File: config.mk
export PLATFORM = sky130hd
export DESIGN_NAME = spad_fifo_ctrl
export DESIGN_NICKNAME = d
export VERILOG_FILES = /design/src/rtl/spad_fifo_ctrl.sv
export SDC_FILE = /design/constraint.sdc
export NUM_CORES = 1
export LEC_CHECK = 0
export CORE_MARGIN = 2
export CORE_UTILIZATION = 44
export DETAILED_ROUTE_END_ITERATION = 12
export MAX_ROUTING_LAYER = met4
export PLACE_DENSITY = 0.79
export SYNTH_ARGS = -nofsm -noshare
export SYNTH_HDL_FRONTEND = slang
export SYNTH_SLANG_ARGS = --single-unit
File: constraint.sdc
create_clock -name clk_i -period 4.7 [get_ports clk_i]
set_clock_uncertainty 0.05 [all_clocks]
set_input_delay 0.705 -clock clk_i [delete_from_list [all_inputs] [get_ports clk_i]]
set_output_delay 0.705 -clock clk_i [all_outputs]
set_load 0.05 [all_outputs]
File: src/rtl/spad_fifo_ctrl.sv
// Ring-buffer FIFO controller around a dual-port scratchpad with 1-cycle read latency.
// A 2-entry output buffer hides the spad read latency so the stream runs at one word per cycle.
module spad_fifo_ctrl #(
    parameter int DATA_WIDTH = 8,
    parameter int ADDR_WIDTH = 4
) (
    input  logic                  clk_i,
    input  logic                  rst_ni,
    input  logic                  flush_i,
    input  logic                  wr_valid_i,
    output logic                  wr_ready_o,
    input  logic [DATA_WIDTH-1:0] wr_data_i,
    output logic                  rd_valid_o,
    input  logic                  rd_ready_i,
    output logic [DATA_WIDTH-1:0] rd_data_o,
    output logic [ADDR_WIDTH+1:0] count_o,
    output logic                  full_o,
    output logic                  empty_o,
    output logic                  spad_we_o,
    output logic [ADDR_WIDTH-1:0] spad_addr_w_o,
    output logic [DATA_WIDTH-1:0] spad_data_o,
    output logic                  spad_re_o,
    output logic [ADDR_WIDTH-1:0] spad_addr_r_o,
    input  logic [DATA_WIDTH-1:0] spad_data_i
);

    localparam int DEPTH = 1 << ADDR_WIDTH;
    localparam int CW    = ADDR_WIDTH + 1;
    localparam int NW    = ADDR_WIDTH + 2;

    logic [ADDR_WIDTH-1:0] wr_ptr_q, wr_ptr_d;
    logic [ADDR_WIDTH-1:0] rd_ptr_q, rd_ptr_d;
    logic [CW-1:0]         spad_cnt_q, spad_cnt_d;
    logic                  inflight_q, inflight_d;
    logic [DATA_WIDTH-1:0] obuf_q [2];
    logic [DATA_WIDTH-1:0] obuf_d [2];
    logic                  ob_head_q, ob_head_d;
    logic [1:0]            ob_cnt_q, ob_cnt_d;

    logic                  wr_ready_s;
    logic                  rd_valid_s;
    logic                  push_s;
    logic                  pop_s;
    logic                  issue_s;
    logic [2:0]            ob_load_s;
    logic [1:0]            ob_after_pop_s;

    // Handshakes and read-issue decision
    always_comb begin
        wr_ready_s = (spad_cnt_q < CW'(DEPTH)) & ~flush_i;
        rd_valid_s = (ob_cnt_q != 2'd0) & ~flush_i;
        push_s     = wr_valid_i & wr_ready_s;
        pop_s      = rd_valid_s & rd_ready_i;
        // Output-buffer slots already claimed once this cycle's pop leaves
        ob_load_s  = {1'b0, ob_cnt_q} + {2'b00, inflight_q} - {2'b00, pop_s};
        issue_s    = (spad_cnt_q != CW'(0)) & (ob_load_s < 3'd2) & ~flush_i;
    end

    // Next-state for pointers, occupancy and output buffer
    always_comb begin
        wr_ptr_d       = wr_ptr_q;
        rd_ptr_d       = rd_ptr_q;
        spad_cnt_d     = spad_cnt_q;
        inflight_d     = inflight_q;
        obuf_d[0]      = obuf_q[0];
        obuf_d[1]      = obuf_q[1];
        ob_head_d      = ob_head_q;
        ob_cnt_d       = ob_cnt_q;
        ob_after_pop_s = ob_cnt_q - {1'b0, pop_s};
        if (flush_i) begin
            wr_ptr_d   = '0;
            rd_ptr_d   = '0;
            spad_cnt_d = '0;
            inflight_d = 1'b0;
            ob_head_d  = 1'b0;
            ob_cnt_d   = 2'd0;
        end else begin
            wr_ptr_d   = wr_ptr_q + ADDR_WIDTH'(push_s);
            rd_ptr_d   = rd_ptr_q + ADDR_WIDTH'(issue_s);
            spad_cnt_d = spad_cnt_q + CW'(push_s) - CW'(issue_s);
            inflight_d = issue_s;
            ob_head_d  = ob_head_q ^ pop_s;
            ob_cnt_d   = ob_after_pop_s + {1'b0, inflight_q};
            if (inflight_q) begin
                obuf_d[ob_head_d ^ ob_after_pop_s[0]] = spad_data_i;
            end else begin
                obuf_d[0] = obuf_q[0];
            end
        end
    end

    // State registers
    always_ff @(posedge clk_i or negedge rst_ni) begin
        if (!rst_ni) begin
            wr_ptr_q   <= '0;
            rd_ptr_q   <= '0;
            spad_cnt_q <= '0;
            inflight_q <= 1'b0;
            obuf_q[0]  <= '0;
            obuf_q[1]  <= '0;
            ob_head_q  <= 1'b0;
            ob_cnt_q   <= 2'd0;
        end else begin
            wr_ptr_q   <= wr_ptr_d;
            rd_ptr_q   <= rd_ptr_d;
            spad_cnt_q <= spad_cnt_d;
            inflight_q <= inflight_d;
            obuf_q[0]  <= obuf_d[0];
            obuf_q[1]  <= obuf_d[1];
            ob_head_q  <= ob_head_d;
            ob_cnt_q   <= ob_cnt_d;
        end
    end

    assign wr_ready_o    = wr_ready_s;
    assign rd_valid_o    = rd_valid_s;
    assign rd_data_o     = obuf_q[ob_head_q];
    assign spad_we_o     = push_s & rst_ni;
    assign spad_addr_w_o = wr_ptr_q;
    assign spad_data_o   = wr_data_i;
    assign spad_re_o     = issue_s;
    assign spad_addr_r_o = rd_ptr_q;
    assign count_o       = NW'(spad_cnt_q) + NW'(inflight_q) + NW'(ob_cnt_q);
    assign full_o        = (spad_cnt_q == CW'(DEPTH));
    assign empty_o       = (count_o == NW'(0));

endmodule

# Word-level counts from Yosys, hierarchy flattened
# Index checks and enable logic that the tools add are counted.
# Widths: inputs -> output; s select.
dict set report op_classes {
  addsub 10
  order_cmp 5
  n_eq_ne 1
  n_mux 12
  bitwise 12
  n_reduce_logical 5
}
# cell count
set op_table {}
lappend op_table {{$mux 8} 4}
lappend op_table {{$bwmux 16} 1}
lappend op_table {{$add 4x1->4} 2}
lappend op_table {{$demux 8 s1} 1}
lappend op_table {{$mux 4} 2}
lappend op_table {{$and 1x1->1} 7}
lappend op_table {{$add 5x1->6} 1}
lappend op_table {{$add 6x2->6} 1}
lappend op_table {{$logic_not 6->1} 1}
lappend op_table {{$add 5x1->5} 1}
lappend op_table {{$eq 5x5->1 const B} 1}
lappend op_table {{$lt 5x5->1 const B} 1}
lappend op_table {{$mux 5} 1}
lappend op_table {{$reduce_bool 5->1} 1}
lappend op_table {{$sub 5x1->5} 1}
lappend op_table {{$ge 2x2->1 const B} 2}
lappend op_table {{$not 1->2} 2}
lappend op_table {{$add 2x1->3} 1}
lappend op_table {{$lt 3x2->1 const B} 1}
lappend op_table {{$sub 3x1->3} 1}
lappend op_table {{$add 2x1->2} 1}
lappend op_table {{$lt 2x1->1 const B} 1}
lappend op_table {{$mux 1} 2}
lappend op_table {{$mux 2} 1}
lappend op_table {{6 further kinds} 7}
dict set report word_totals {
  regBits 33
  input_bits 21
}

# Logic depth before layout (Yosys ltp)
dict set report depth {
  ltp_word 11
  mapped_depth 16
  depth_no_buf 16
}

# Worst setup path before layout
# Ideal clock, no wire load.
dict set report synth_path {
  path_type {input-to-output}
  start {input flush_i}
  end {output spad_re_o}
  arrival_time_ps 4494
  setup_slack_ps -549
  stages 8
  path_buffers 1
  path_cell_list {buf_2 nor2_1 and2_1 ha_1 nand2b_1 fa_1 xor2_1 nor4b_1}
}
dict set report synth_between {
  elab_chain_len 7
}
# item line_no
set synth_lines {}
lappend synth_lines {{from (decl)} 9} ;# input logic flush_i,
lappend synth_lines {{$not 1->1 (no source line)} -}
lappend synth_lines {{$and 1x1->1} 51} ;# rd_valid_s = (ob_cnt_q != 2'd0) & ~flush_i;
lappend synth_lines {{net rd_valid_o} 13} ;# output logic rd_valid_o,
lappend synth_lines {{$and 1x1->1} 53} ;# pop_s = rd_valid_s & rd_ready_i;
lappend synth_lines {{$sub 3x1->3} 55} ;# ob_load_s = {1'b0, ob_cnt_q} + {2'b00, inflight_q} - {2'b00, pop_s};
lappend synth_lines {{$lt 3x2->1} 56} ;# issue_s = (spad_cnt_q != CW'(0)) & (ob_load_s < 3'd2) & ~flush_i;
lappend synth_lines {{$and 1x1->1 (2 in a row)} 56}
lappend synth_lines {{to (decl)} 22} ;# output logic spad_re_o,
# The timed path passes the listed nets, and every way through them passes these cells.

# Worst setup path after layout
dict set report layout_path {
  start {input flush_i}
  end {register spad_cnt_q[4]}
}
dict set report layout_between {
  elab_chain_len 9
  elab_cells_between_ends 12
  classes_between {3 x add/sub; 1 x order compare; 1 x mux; 7 x bitwise}
}
# item line_no
set layout_lines {}
lappend layout_lines {{$not 1->1 (no source line)} -}
lappend layout_lines {{$and 1x1->1} 51}
lappend layout_lines {{$and 1x1->1} 53}
lappend layout_lines {{$sub 3x1->3} 55}
lappend layout_lines {{$lt 3x2->1} 56}
lappend layout_lines {{$and 1x1->1 (2 in a row)} 56}
lappend layout_lines {{$sub 5x1->5} 80} ;# spad_cnt_d = spad_cnt_q + CW'(push_s) - CW'(issue_s);
lappend layout_lines {{$mux 5 (*)} 70} ;# if (flush_i) begin
lappend layout_lines {{net spad_cnt_d[4]} 33} ;# logic [CW-1:0] spad_cnt_q, spad_cnt_d;
lappend layout_lines {{to (signal assigned)} 106} ;# spad_cnt_q <= spad_cnt_d;
lappend layout_lines {{to (decl)} 33}
# The timed path passes the listed nets; every way through them passes the cells marked *.
# A chain may end at the register's enable or synchronous reset.

==> results.txt <==
PostCTS Resize Cnt -> 0
Endpoints failing hold -> 0
CTS tree -> done
Grt total ovfl -> 0
Syn nets -> 203
Crit path kind -> primary input to flop
Remaining antenna violation count -> 0
P&R area growth vs syn -> 26.1%
DRC -> 0
CP Capture Type -> flop
Hold_sp -> obuf_q[15]
Final WL -> 3.38 mm
Worst R2R Start -> ob_cnt_q[1]
Hold Path Depth -> 1
Worst hold path type -> flop to flop
Count of cell types in the netlist -> 35
# IOs -> 57
Worst-skew pair later-pin latency -> 0.28 ns
Initial Utilization -> 0.456
Buf/Inv on CP -> 2
FMAX -> 254 MHz
Worst-Margin Slew -> 0.499 ns
Crit path time final -> 3.93 ns
Setup ws final -> 0.767 ns
First-pass DRT Iterations -> 4
R2r endpoint -> spad_cnt_q[4]
Slew Limit Fails -> 0
Outcome -> completed
Fillers -> 343
Worst setup SP type -> primary input
Layout cells sized above 1 -> 0.200
Crit path max-delay cell type -> clkdlybuf4s50_1
R2R depth -> 16
# rows -> 24
Synthesized area per cell -> 12.3 um^2
Hold endpoint -> obuf_q[15]
Crit path max-delay family -> adder cells
Die area -> 0.00507 mm^2
Number of global-route vias before repair -> 1247
N_diodes -> 0
Sequential-to-total area share from yosys stat -> 0.416
Peak supply drop -> 375 uV
Area share of the largest cell type after synthesis -> 0.416
Core area -> 0.00435 mm^2
Post-synth EDFFs -> 0
Worst EP required -> 4.81 ns
Slew headroom -> 0.666
Critical Path AT -> 4.04 ns
Cells along the critical path -> clkdlybuf4s50_1 > nor2_1 > and2_1 > ha_1 > nand2b_1 > fa_1 > xor2_1 > nor4b_4 > xnor2_1 > ha_1 > inv_1 > fa_1 > nand2b_1 > a21oi_1 > or3_1 > a21oi_1
Reg-to-reg slack, setup -> 1.04 ns
Most used DFF post-synth -> dfrtp_1
DP HPWL -> 2.46 mm
Max-cap viol count -> 0
H-tree depth -> 2
Multi-input logic area -> 0.00104 mm^2
Share of flip-flops with an asynchronous set or reset -> 1.00
Critical Path Max Stage Delay -> 0.48 ns
CTS Buffer Depth -> 2
Reg area -> 826 um^2
Largest net degree at the start of global routing -> 34
Global-route usage over all layers -> 0.153
Nets -> 240
Fin crit share -> 0.837
Pleak -> 1.16 nW
Clk root buf -> clkbuf_8
Setup Buffers After CTS -> 0
First-pass GRT wire length -> 5.78 mm
Synthesized cell area -> 0.00199 mm^2
Vias per inst -> 4.87
Gpl congestion -> 0.752
DRT iter0 DRCs -> 37
Final non-filler cell area -> 0.00251 mm^2
Place WS -> 0.458 ns
Unrepaired setup endpoints after global routing -> no
Vias -> 1228
Largest cells by area after synthesis -> dfrtp_1 (42%), ha_1 (10%), mux2_2 (9.1%)
Maximum fanout along the worst path -> 4
Most frequent cells in the layout -> clkdlybuf4s50_1 (39), dfrtp_1 (33), mux2_2 (16), ha_1 (16), nor2_1 (12)
Routed WL per cell -> 13.4 um
Area leader, netlist -> dfrtp_1
FF+latch count, synth -> 33
CTS buffer count -> 5
Cells after Synth -> 162
Cell Area, Placed -> 0.00239 mm^2
Most common cell after layout, fill and taps aside -> clkdlybuf4s50_1
Initial antenna violation count -> 0
Power per cell area -> 755 mW/mm^2
# clock sinks -> 33
Sum Neg Setup Slack -> 0 ns
Pwr Total -> 1.89 mW
Die width -> 71.2 um
Clock slew at reported path FFs -> 0.07 ns
Die height -> 71.2 um
Final setup vio count -> 0
Hold-fix buffers, CTS -> 0
Port bufs -> 40
Yosys warns -> 0
metrics by stage:
step                 util  hold slack, ns  std cells
detailed placement  0.549           0.438        244
finish              0.576           0.453        252
global placement    0.549           0.435        244
floorplan               -           0.359        162
global route        0.576           0.472        252
CTS                 0.576           0.461        252
flip-flops by register name (all words and copies together), names as in the netlist:
register and count:
spad_cnt_q 5, spad_addr_r_o 4, spad_addr_w_o 4, ob_cnt_q 2, obuf_q 16, inflight_q 1
ob_head_q 1
report_power, final:
group          total, mW  internal (mW)  switching (mW)
combinational       1.13          0.497           0.636
sequential         0.487          0.388          0.0995
clock              0.273          0.173          0.0999
total               1.89           1.06           0.835
metal layers:
layer / up-vias / track usage / part of all wire
met5: - / - / 0
met4: 0 / 0.0608 / 0.014
met3: 7 / 0.0385 / 0.036
met2: 22 / 0.207 / 0.46
met1: 596 / 0.219 / 0.49
li1: 603 / - / -
synthesized netlist by cell type, types with 2 or more instances:
| library cell | n |
|---|---|
| a21o_1 | 2 |
| a21oi_1 | 3 |
| and3_1 | 2 |
| buf_2 | 2 |
| buf_4 | 8 |
| dfrtp_1 | 33 |
| fa_1 | 4 |
| ha_1 | 16 |
| inv_1 | 9 |
| mux2_2 | 16 |
| mux2_4 | 8 |
| mux2i_1 | 2 |
| nand2_1 | 4 |
| nand2b_1 | 3 |
| nand3_1 | 2 |
| nor2_1 | 12 |
| nor2b_1 | 6 |
| xnor2_1 | 8 |
| xor2_1 | 6 |
cell families (layout without fill, tap and decap cells):
group           count (synthesis)  in the layout  share of synthesized area
flops                          33             33                      0.416
simple gates                   40             40                      0.127
mux                            26             26                      0.161
xor+xnor                       15             15                     0.0699
fa+ha+maj                      20             20                      0.141
compound gates                  7              7                     0.0208
buf+inv                        21             59                     0.0642
final cells by class:
class | count | share of cell area
clock inverters | 1 | 0.0120
clock buffers | 7 | 0.0344
inverters | 9 | 0.0135
repair buffers | 42 | 0.170
flip-flops and latches | 33 | 0.330
well taps | 52 | 0.0260
multi-input cells | 108 | 0.415
worst max-delay path by stage:
stage          cells after the start       endpoint  startpoint
6_report                          16  spad_cnt_q[4]     flush_i
4_1_cts                           16  spad_cnt_q[4]     flush_i
3_3_place_gp                      16  spad_cnt_q[4]     flush_i
2_1_floorplan                      8      spad_re_o     flush_i
5_1_grt                           16  spad_cnt_q[4]     flush_i
3_5_place_dp                      16  spad_cnt_q[4]     flush_i
Power figures use the tool's default switching activity.
